===== src/rtl/rgb_pwm_demod_if.sv =====
// Signal bundle between the RGB PWM demodulator and its driver/consumer.
// The master side is the demodulator, which sources the recovered levels.
interface rgb_pwm_demod_if #(
  parameter int PWM_RESOLUTION = 8
);
  logic                      en;
  logic                      pwm_r_n;
  logic                      pwm_g_n;
  logic                      pwm_b_n;
  logic [PWM_RESOLUTION-1:0] level_r;
  logic [PWM_RESOLUTION-1:0] level_g;
  logic [PWM_RESOLUTION-1:0] level_b;
  logic                      level_valid;
  logic                      level_ready;
  logic                      locked;
  logic                      overrun;

  modport master (
    input  en, pwm_r_n, pwm_g_n, pwm_b_n, level_ready,
    output level_r, level_g, level_b, level_valid, locked, overrun
  );

  modport slave (
    output en, pwm_r_n, pwm_g_n, pwm_b_n, level_ready,
    input  level_r, level_g, level_b, level_valid, locked, overrun
  );
endinterface


===== src/rtl/rgb_pwm_demod.sv =====
// Recovers RGB levels from three active-low PWM lines by counting on-cycles
// over a free-running window exactly one PWM period long.
module rgb_pwm_demod #(
  parameter int PWM_RESOLUTION = 8,
  parameter int SYNC_STAGES    = 2,
  parameter int LOCK_TOL       = 1
) (
  input  logic            clk,
  input  logic            rst,
  rgb_pwm_demod_if.master bus
);
  localparam int LW = PWM_RESOLUTION;
  localparam int AW = PWM_RESOLUTION + 1;

  typedef enum logic [1:0] {S_IDLE, S_ALIGN, S_MEASURE} state_t;

  state_t r_state;
  state_t w_state_nxt;
  logic   w_run;
  logic   w_measure;

  logic [SYNC_STAGES-1:0] r_sync_r;
  logic [SYNC_STAGES-1:0] r_sync_g;
  logic [SYNC_STAGES-1:0] r_sync_b;
  logic [2:0]             w_on;

  logic [LW-1:0] r_win_cnt;
  logic          w_win_last;
  logic          w_wend;
  logic [AW-1:0] r_acc_p0 [0:2];
  logic [AW-1:0] w_cnt    [0:2];
  logic [LW-1:0] w_lvl    [0:2];
  logic          w_lock_ok;

  logic [LW-1:0] r_level_p1 [0:2];
  logic [LW-1:0] r_prev_p1  [0:2];
  logic          r_prev_vld_p1;
  logic          r_valid_p1;
  logic          r_locked_p1;
  logic          r_overrun_p1;

  // An empty window means level 0; otherwise L+1 on-cycles encode level L.
  function automatic logic [LW-1:0] cnt_to_level(input logic [AW-1:0] cnt);
    logic [AW-1:0] dec;
    dec = cnt - AW'(1);
    return (cnt == '0) ? '0 : dec[LW-1:0];
  endfunction

  function automatic logic within_tol(input logic [LW-1:0] a, input logic [LW-1:0] b);
    logic signed [AW-1:0] diff;
    diff = $signed({1'b0, a}) - $signed({1'b0, b});
    if (diff < 0) diff = -diff;
    return diff <= $signed(AW'(LOCK_TOL));
  endfunction

  always_ff @(posedge clk or posedge rst) begin
    if (rst) begin
      r_sync_r <= '0;
      r_sync_g <= '0;
      r_sync_b <= '0;
    end else begin
      r_sync_r <= {r_sync_r[SYNC_STAGES-2:0], bus.pwm_r_n};
      r_sync_g <= {r_sync_g[SYNC_STAGES-2:0], bus.pwm_g_n};
      r_sync_b <= {r_sync_b[SYNC_STAGES-2:0], bus.pwm_b_n};
    end
  end

  assign w_on = ~{r_sync_b[SYNC_STAGES-1], r_sync_g[SYNC_STAGES-1], r_sync_r[SYNC_STAGES-1]};

  always_ff @(posedge clk or posedge rst) begin
    if (rst) r_state <= S_IDLE;
    else     r_state <= w_state_nxt;
  end

  always_comb begin
    w_state_nxt = r_state;
    if (!bus.en) begin
      w_state_nxt = S_IDLE;
    end else begin
      case (r_state)
        S_IDLE:    w_state_nxt = S_ALIGN;
        S_ALIGN:   if (w_win_last) w_state_nxt = S_MEASURE;
        S_MEASURE: w_state_nxt = S_MEASURE;
        default:   w_state_nxt = S_IDLE;
      endcase
    end
  end

  always_comb begin
    w_run     = 1'b0;
    w_measure = 1'b0;
    case (r_state)
      S_ALIGN:   w_run = bus.en;
      S_MEASURE: begin
        w_run     = bus.en;
        w_measure = bus.en;
      end
      default: ;
    endcase
  end

  assign w_win_last = (r_win_cnt == '1);
  assign w_wend     = w_measure && w_win_last;

  // Stage p0: window counter and per-channel on-cycle accumulators
  always_ff @(posedge clk or posedge rst) begin
    if (rst) begin
      r_win_cnt <= '0;
      for (int i = 0; i < 3; i++) r_acc_p0[i] <= '0;
    end else begin
      r_win_cnt <= w_run ? r_win_cnt + LW'(1) : '0;
      for (int i = 0; i < 3; i++) begin
        if (!w_measure || w_win_last) r_acc_p0[i] <= '0;
        else                          r_acc_p0[i] <= r_acc_p0[i] + AW'(w_on[i]);
      end
    end
  end

  // The last window cycle is folded in combinationally so the accumulator restarts at once.
  always_comb begin
    for (int i = 0; i < 3; i++) begin
      w_cnt[i] = r_acc_p0[i] + AW'(w_on[i]);
      w_lvl[i] = cnt_to_level(w_cnt[i]);
    end
    w_lock_ok = within_tol(w_lvl[0], r_prev_p1[0]) &&
                within_tol(w_lvl[1], r_prev_p1[1]) &&
                within_tol(w_lvl[2], r_prev_p1[2]);
  end

  // Stage p1: result register, handshake, lock and overrun tracking
  always_ff @(posedge clk or posedge rst) begin
    if (rst) begin
      for (int i = 0; i < 3; i++) begin
        r_level_p1[i] <= '0;
        r_prev_p1[i]  <= '0;
      end
      r_prev_vld_p1 <= 1'b0;
      r_valid_p1    <= 1'b0;
      r_locked_p1   <= 1'b0;
      r_overrun_p1  <= 1'b0;
    end else if (!bus.en) begin
      r_prev_vld_p1 <= 1'b0;
      r_valid_p1    <= 1'b0;
      r_locked_p1   <= 1'b0;
      r_overrun_p1  <= 1'b0;
    end else if (w_wend) begin
      for (int i = 0; i < 3; i++) begin
        r_level_p1[i] <= w_lvl[i];
        r_prev_p1[i]  <= w_lvl[i];
      end
      if (r_valid_p1 && !bus.level_ready) r_overrun_p1 <= 1'b1;
      r_valid_p1    <= 1'b1;
      r_prev_vld_p1 <= 1'b1;
      r_locked_p1   <= r_prev_vld_p1 && w_lock_ok;
    end else if (r_valid_p1 && bus.level_ready) begin
      r_valid_p1 <= 1'b0;
    end
  end

  assign bus.level_r     = r_level_p1[0];
  assign bus.level_g     = r_level_p1[1];
  assign bus.level_b     = r_level_p1[2];
  assign bus.level_valid = r_valid_p1;
  assign bus.locked      = r_locked_p1;
  assign bus.overrun     = r_overrun_p1;
endmodule


===== src/flat_wrapper.sv =====
// flat-port wrapper written by rule: the top's interface ports become plain ports
module rgb_pwm_demod_flat 
#(
  parameter int PWM_RESOLUTION = 8,
  parameter int SYNC_STAGES    = 2,
  parameter int LOCK_TOL       = 1
)
  (clk, rst, bus_en, bus_pwm_r_n, bus_pwm_g_n, bus_pwm_b_n, bus_level_ready, bus_level_r, bus_level_g, bus_level_b, bus_level_valid, bus_locked, bus_overrun);
  rgb_pwm_demod_if #(.PWM_RESOLUTION(PWM_RESOLUTION)) bus_i ();
  input  logic clk;
  input  logic rst;
  input wire logic [$bits(bus_i.en)-1:0] bus_en;
  input wire logic [$bits(bus_i.pwm_r_n)-1:0] bus_pwm_r_n;
  input wire logic [$bits(bus_i.pwm_g_n)-1:0] bus_pwm_g_n;
  input wire logic [$bits(bus_i.pwm_b_n)-1:0] bus_pwm_b_n;
  input wire logic [$bits(bus_i.level_ready)-1:0] bus_level_ready;
  output wire logic [$bits(bus_i.level_r)-1:0] bus_level_r;
  output wire logic [$bits(bus_i.level_g)-1:0] bus_level_g;
  output wire logic [$bits(bus_i.level_b)-1:0] bus_level_b;
  output wire logic [$bits(bus_i.level_valid)-1:0] bus_level_valid;
  output wire logic [$bits(bus_i.locked)-1:0] bus_locked;
  output wire logic [$bits(bus_i.overrun)-1:0] bus_overrun;
  assign bus_i.en = bus_en;
  assign bus_i.pwm_r_n = bus_pwm_r_n;
  assign bus_i.pwm_g_n = bus_pwm_g_n;
  assign bus_i.pwm_b_n = bus_pwm_b_n;
  assign bus_i.level_ready = bus_level_ready;
  assign bus_level_r = bus_i.level_r;
  assign bus_level_g = bus_i.level_g;
  assign bus_level_b = bus_i.level_b;
  assign bus_level_valid = bus_i.level_valid;
  assign bus_locked = bus_i.locked;
  assign bus_overrun = bus_i.overrun;
  rgb_pwm_demod #(.PWM_RESOLUTION(PWM_RESOLUTION), .SYNC_STAGES(SYNC_STAGES), .LOCK_TOL(LOCK_TOL)) u_core (.clk(clk), .rst(rst), .bus(bus_i));
endmodule

===== config.mk =====
export PLATFORM = sky130hd
export DESIGN_NAME = rgb_pwm_demod_flat
export DESIGN_NICKNAME = d
export VERILOG_FILES = /design/src/rtl/rgb_pwm_demod_if.sv /design/src/rtl/rgb_pwm_demod.sv /design/src/flat_wrapper.sv
export SDC_FILE = /design/constraint.sdc
export NUM_CORES = 1
export LEC_CHECK = 0
export ABC_AREA = 1
export CAP_MARGIN = 20
export CORE_ASPECT_RATIO = 0.7
export CORE_MARGIN = 1
export CORE_UTILIZATION = 60
export DETAILED_ROUTE_END_ITERATION = 6
export MAX_ROUTING_LAYER = met4
export PLACE_DENSITY_LB_ADDON = 0.1
export REMOVE_ABC_BUFFERS = 1
export SLEW_MARGIN = 40
export SYNTH_ARGS = -nofsm -noshare
export SYNTH_HDL_FRONTEND = slang
export SYNTH_SLANG_ARGS = --single-unit

===== constraint.sdc =====
create_clock -name clk -period 7 [get_ports clk]
set_clock_uncertainty 0.2 [all_clocks]
set_input_delay 1.4 -clock clk [delete_from_list [all_inputs] [get_ports clk]]
set_output_delay 1.4 -clock clk [all_outputs]
set_load 0.02 [all_outputs]

# Word-level counts from Yosys, hierarchy flattened
# Cells that the tools add are included.
[op_classes] addsub=13 n_lt_le_gt_ge=6 n_eq_ne=7 n_mux=25 n_bitwise=1 reduce_logical=16
[op_table] cell="2-to-1 mux 9 bit" n=6
[op_table] cell="2-to-1 mux 8 bit" n=4
[op_table] cell="adder 9 x 1 -> 9 bit" n=3
[op_table] cell="<= comparator 9 x 2 -> 1 bit, second input constant" n=3
[op_table] cell="logical NOT 9 bit" n=3
[op_table] cell="< comparator 9 x 1 -> 1 bit, second input constant" n=3
[op_table] cell="negation 9 bit" n=3
[op_table] cell="subtractor 8 x 8 -> 9 bit" n=3
[op_table] cell="subtractor 8 x 1 -> 8 bit, second input constant" n=3
[op_table] cell="2-to-1 mux 1 bit" n=12
[op_table] cell="adder 8 x 1 -> 8 bit, second input constant" n=1
[op_table] cell="== test 8 bit, second input constant" n=1
[op_table] cell="logical AND 1 bit" n=6
[op_table] cell="case mux 2 bit (3 select lines)" n=1
[op_table] cell="2-to-1 mux 2 bit" n=2
[op_table] cell="inequality test 2 x 1 -> 1 bit, second input constant" n=2
[op_table] cell="AND reduction 2 bit" n=2
[op_table] cell="inequality test 3 x 1 -> 1 bit, second input constant" n=1
[op_table] cell="inequality test 3 x 2 -> 1 bit, second input constant" n=1
[op_table] cell="inverter 3 bit" n=1
[op_table] cell="== test 2 x 1 -> 1 bit, second input constant" n=1
[op_table] cell="== test 2 bit, second input constant" n=1
[op_table] cell="logical NOT 1 bit" n=2
[op_table] cell="logical NOT 2 bit" n=1
[op_table] cell="other kinds (2)" n=2
[totals] regBits=71 inputBits=7 out_inout_bits=27 elab_cells=83

# Depth between registers and ports, before layout
[depth] word_depth=13 depth_mapped=31 mapped_depth_nobuf=31

# Worst setup path after synthesis
# No wires, ideal clock.
[synth_path] kind="register to register" start="register u_core.r_acc_p0[0] in the netlist's numbering" end="register u_core.r_locked_p1 (netlist: u_core.bus.locked)" setup_time_ps=117 t_arrival_ps=3552 required_time_ps=6683 path_slack_ps=3131 path_stages_with_launch=24 path_buffers=0 synth_period_minus_slack_ps=3869 cell_sequence="dfrtp_1 > ha_1 > ha_1 > inv_1 > ha_1 > nand2_1 > nor4_2 > nand2_1 > o21ai_0 > ha_1 > inv_1 > fa_1 > xnor2_1 > nand3_1 > inv_1 > nand3_1 > nor2_1 > nand2_1 > nand2_1 > nand2_1 > nand3_1 > nor2_1 > nand3_1 > nand2_1"
[synth_via] elab_chain_len=11 elab_cells_between_ends=13 classes_between="add/sub (4); order compare (2); mux (4); reduce/logical (3)"
[synth_lines] element="from (decl)" line_no="rgb_pwm_demod.sv:30" source="logic [AW-1:0] r_acc_p0 [0:2];"
[synth_lines] element="from (signal, indexed assignment)" line_no="rgb_pwm_demod.sv:114" source="else r_acc_p0[i] <= r_acc_p0[i] + AW'(w_on[i]);"
[synth_lines] element="adder 9 x 1 -> 9 bit *" line_no="rgb_pwm_demod.sv:122" source="w_cnt[i] = r_acc_p0[i] + AW'(w_on[i]);"
[synth_lines] element="subtractor 8 x 1 -> 8 bit or logical NOT 9 bit (tied branches)" line_no="rgb_pwm_demod.sv:45, rgb_pwm_demod.sv:46"
[synth_lines] element="2-to-1 mux 8 bit *" line_no="rgb_pwm_demod.sv:46" source="return (cnt == '0) ? '0 : dec[LW-1:0];"
[synth_lines] element="subtractor 8 x 8 -> 9 bit *" line_no="rgb_pwm_demod.sv:51" source="diff = $signed({1'b0, a}) - $signed({1'b0, b});"
[synth_lines] element="negation 9 bit or < comparator 9 x 1 -> 1 bit (tied branches)" line_no="rgb_pwm_demod.sv:52" source="if (diff < 0) diff = -diff;"
[synth_lines] element="2-to-1 mux 9 bit *" line_no="rgb_pwm_demod.sv:52"
[synth_lines] element="<= comparator 9 x 2 -> 1 bit *" line_no="rgb_pwm_demod.sv:53" source="return diff <= $signed(AW'(LOCK_TOL));"
[synth_lines] element="logical AND 1 bit *" line_no="rgb_pwm_demod.sv:126" source="within_tol(w_lvl[1], r_prev_p1[1]) &&"
[synth_lines] element="logical AND 1 bit *" line_no="rgb_pwm_demod.sv:154" source="r_locked_p1 <= r_prev_vld_p1 && w_lock_ok;"
[synth_lines] element="2-to-1 mux 1 bit *" line_no="rgb_pwm_demod.sv:146" source="end else if (w_wend) begin"
[synth_lines] element="2-to-1 mux 1 bit *" line_no="rgb_pwm_demod.sv:141" source="end else if (!bus.en) begin"
[synth_lines] element="to (signal assigned)" line_no="rgb_pwm_demod.sv:154"
[synth_lines] element="to (decl)" line_no="rgb_pwm_demod.sv:39" source="logic r_locked_p1;"
# Every way passes the cells marked *; elsewhere a longest branch is shown, timed or not. The select of a mux whose other input is x is not followed.
# A chain may end at the register's enable or synchronous reset.

# Final worst setup path
# Same ends and word-level chain as after synthesis.

==> results.py <==
metrics = {
    "finish": {
        "nets": 879,
        "final_cells": 949,
        "area_growth_pct": 13.58,
        "fillers": 705,
        "final_area_sq_um": 6173,
        "n_antenna_cell": 0,
        "drive_gt1_share_pct": 4.584,
    },
    "placement": {
        "dpl.hpwl_mm": 8.798,
        "dp_slack_ns": 2.572,
        "gp_congestion": 0.8770,
        "place_area_sq_um": 5894,
        "dpl.cell_count": 933,
        "portBuffers": 33,
    },
    "timing": {
        "final-setup-viol-count": 0,
        "finalHoldViolations": 0,
        "setup_tns_ns": 0,
        "fmax_ghz": 0.2232,
        "rsz0062_at_grt": "no",
        "max_slew_margin_pct": 51.46,
        "worst_pin_slew_ns": 0.7281,
        "worst_slack_ns": 2.520,
        "fin_crit_ns": 4.480,
        "period_share_pct": 64.00,
        "drv_slew": 0,
    },
    "clocking": {
        "cts.htree.levels": 3,
        "cts_sinks": 71,
        "cts_tree": "built",
        "cts_setup_buffers": 0,
        "cts_made_buffers": 9,
        "cts_hold_buf": 0,
        "clock_latency_ns": 0.34,
        "cts.clk_slew.worst_paths_ns": 0.06,
        "root_buffer": "clkbuf_16",
        "ctsResizeCount": 0,
        "clk_path_buf_depth": 2,
    },
    "floorplan": {
        "die_area_sq_um": 9449,
        "die_h_um": 81.63,
        "die_x_um": 115.8,
        "rows": 28,
        "initial_utilization_pct": 63.07,
        "coreArea_sq_um": 8618,
        "num_io_pins": 34,
    },
    "route": {
        "drc": 0,
        "vias": 4894,
        "via_per_inst": 5.157,
        "drt-wirelength-per-cell_um": 12.21,
        "drt_iter0_drc": 271,
        "routed_wl_mm": 11.59,
        "dr.pass1.iters": 7,
        "ant_nets": 0,
    },
    "power_and_ir_drop": {
        "switchingPower_mw": 0.5650,
        "peakVddDrop_mv": 0.1366,
        "p_seq_share_pct": 30.3,
        "clock_power_share_pct": 30.2,
        "intPower_mw": 0.8595,
        "switching_share_pct": 39.66,
        "power.density_nw_per_um2": 230.8,
        "pwr-share-comb_pct": 39.5,
        "finalPower_mw": 1.425,
        "p_leak_nw": 3.306,
    },
    "critical_path": {
        "ff2ff_path_depth": 22,
        "worstSetupStartpointType": "flop",
        "ff2ff_setup_slack_ns": 2.52,
        "reg2reg_from": "u_core.r_acc_p0[0]",
        "setup.worst_path.class": "reg2reg",
        "cp_data_required_time_ns": 7.07,
        "cp_max_fo": 4,
        "timing.rr.end": "u_core.bus.locked",
        "cp.arrival_ns": 4.55,
        "crit_path_end_kind": "flop",
    },
    "synthesis": {
        "synth_common_cells": "nand2_1 (220), inv_1 (142), nor2_1 (92)",
        "yosys_warnings": 0,
        "syn_inst": 787,
        "ys_seq_area_share_pct": 32.69,
        "syn_area_per_cell_sq_um": 6.906,
        "yosys_register_bits": 71,
        "synth_edf_count": 0,
        "synth_top_area_cell": "dfrtp_1",
        "synthArstFlopShare_pct": 100.0,
        "synth_area_leaders": "dfrtp_1 (33%), nand2_1 (15%), ha_1 (10%)",
        "ys_types": 33,
        "netlist.area_leader.share_pct": 32.69,
        "synthFlopType": "dfrtp_1",
        "synth_most_common_cell": "nand2_1",
        "syn_area_sq_um": 5435,
    },
    "global_routing": {
        "grt_max_degree": 72,
        "grt_pass1_vias": 4543,
        "grt_pass1_wl_mm": 19.95,
        "track_usage_pct": 27.82,
        "antenna_found_initial": 0,
        "grt_remaining_overflow": 0,
    },
    "worst_hold_path": {
        "hp-start": "u_core.r_sync_b[0]",
        "hold_class": "reg2reg",
        "holdPathStages": 0,
        "min_to": "u_core.r_sync_b[1]",
    },
    "status": {
        "status": "complete, no violations",
    },
    "flow_run": {
        "maxCapViolCount": 0,
    },
}
placed cells by master, fill, tap and decap left out, drive strengths merged, types with 12 or more instances in the layout:
cell type,n
nand2,220
xor2,25
dfrtp,71
nand3,67
nand4,12
clkdlybuf4s50,33
ha,45
nor2,94
inv,145
a21oi,23
o21ai,31
sequential cells by signal (all words and copies together), names as in the netlist:
name / flops
u_core.r_acc_p0: 27
u_core.bus.level_b: 8
u_core.bus.level_g: 8
u_core.bus.level_r: 8
u_core.r_win_cnt: 8
u_core.r_state: 2
u_core.r_sync_b: 2
u_core.r_sync_g: 2
u_core.r_sync_r: 2
u_core.bus.level_valid: 1
u_core.bus.locked: 1
u_core.bus.overrun: 1
u_core.r_prev_vld_p1: 1
worst max-delay path by stage:
stage,from,to,slack [ns],cells past startpoint
5_1_grt,u_core.r_acc_p0[0],u_core.bus.locked,2.20,23
6_report,u_core.r_acc_p0[0],u_core.bus.locked,2.52,22
2_1_floorplan,u_core.r_acc_p0[0],u_core.bus.locked,3.13,23
3_3_place_gp,u_core.r_acc_p0[0],u_core.bus.locked,2.76,22
4_1_cts,u_core.r_acc_p0[0],u_core.bus.locked,2.54,22
3_5_place_dp,u_core.r_acc_p0[0],u_core.bus.locked,2.57,22
worst max-delay path, cell delays in order, from the launching register on:
cell and delay (ns):
dfrtp_1 0.39, ha_1 0.20, ha_1 0.27, inv_1 0.10, ha_1 0.17, nand2_1 0.11, nor4_2 0.38, nand2_1 0.17
o21ai_0 0.29, ha_1 0.21, inv_1 0.08, fa_1 0.44, xnor2_1 0.39, nand3_1 0.19, inv_1 0.08, nand3_1 0.13
nand3_1 0.10, nand3_1 0.07, nor2_1 0.09, nor2_1 0.05, nor2_1 0.15, nand3_1 0.10, nand2_1 0.07
final cells by class:
| class | count | area, sq um | share of cell area (%) |
|---|---|---|---|
| inverter | 143 | 536.8 | 8.695 |
| clock inverter | 7 | 53.80 | 0.8715 |
| timing repair buffer | 34 | 341.6 | 5.533 |
| sequential | 71 | 1777 | 28.78 |
| multi-input combinational | 565 | 3089 | 50.04 |
| tap | 120 | 150.1 | 2.432 |
| clock buffer | 9 | 225.2 | 3.648 |
power by group through the flow:
stage / clock network, mW / registers, mW / logic, mW
after floorplan: 0 / 0.436 / 0.439
after global placement: 0 / 0.437 / 0.528
after detailed placement: 0 / 0.439 / 0.550
after CTS: 0.443 / 0.432 / 0.554
after global routing: 0.460 / 0.432 / 0.643
final: 0.431 / 0.431 / 0.562
per-layer routing:
metal	share of wire [%]	up-vias	GRT usage [%]
met5	0	-	-
met4	1.7	0	10.00
met3	4.6	22	5.756
met2	45	117	44.29
met1	49	2230	35.38
li1	-	2525	-
cell families (layout without fill, tap and decap cells):
family | after synthesis | count (layout) | synth area share [%]
and+or+nand+nor | 424 | 424 | 33.89
buffers and inverters | 151 | 193 | 10.57
DFF | 71 | 71 | 32.69
AOI/OAI and AO/OA | 60 | 60 | 5.939
adders and majority gates | 48 | 48 | 11.46
xor gates and xnor gates | 33 | 33 | 5.456
per-stage QoR:
step | hold WS, ns | utilization, %
floorplan | 0.1312 | -
global placement | 0.1367 | 68.29
detailed placement | 0.1413 | 68.39
CTS | 0.1585 | 71.63
global route | 0.1518 | 71.63
finish | 0.1526 | 71.63
(Power assumes the default switching activity.)
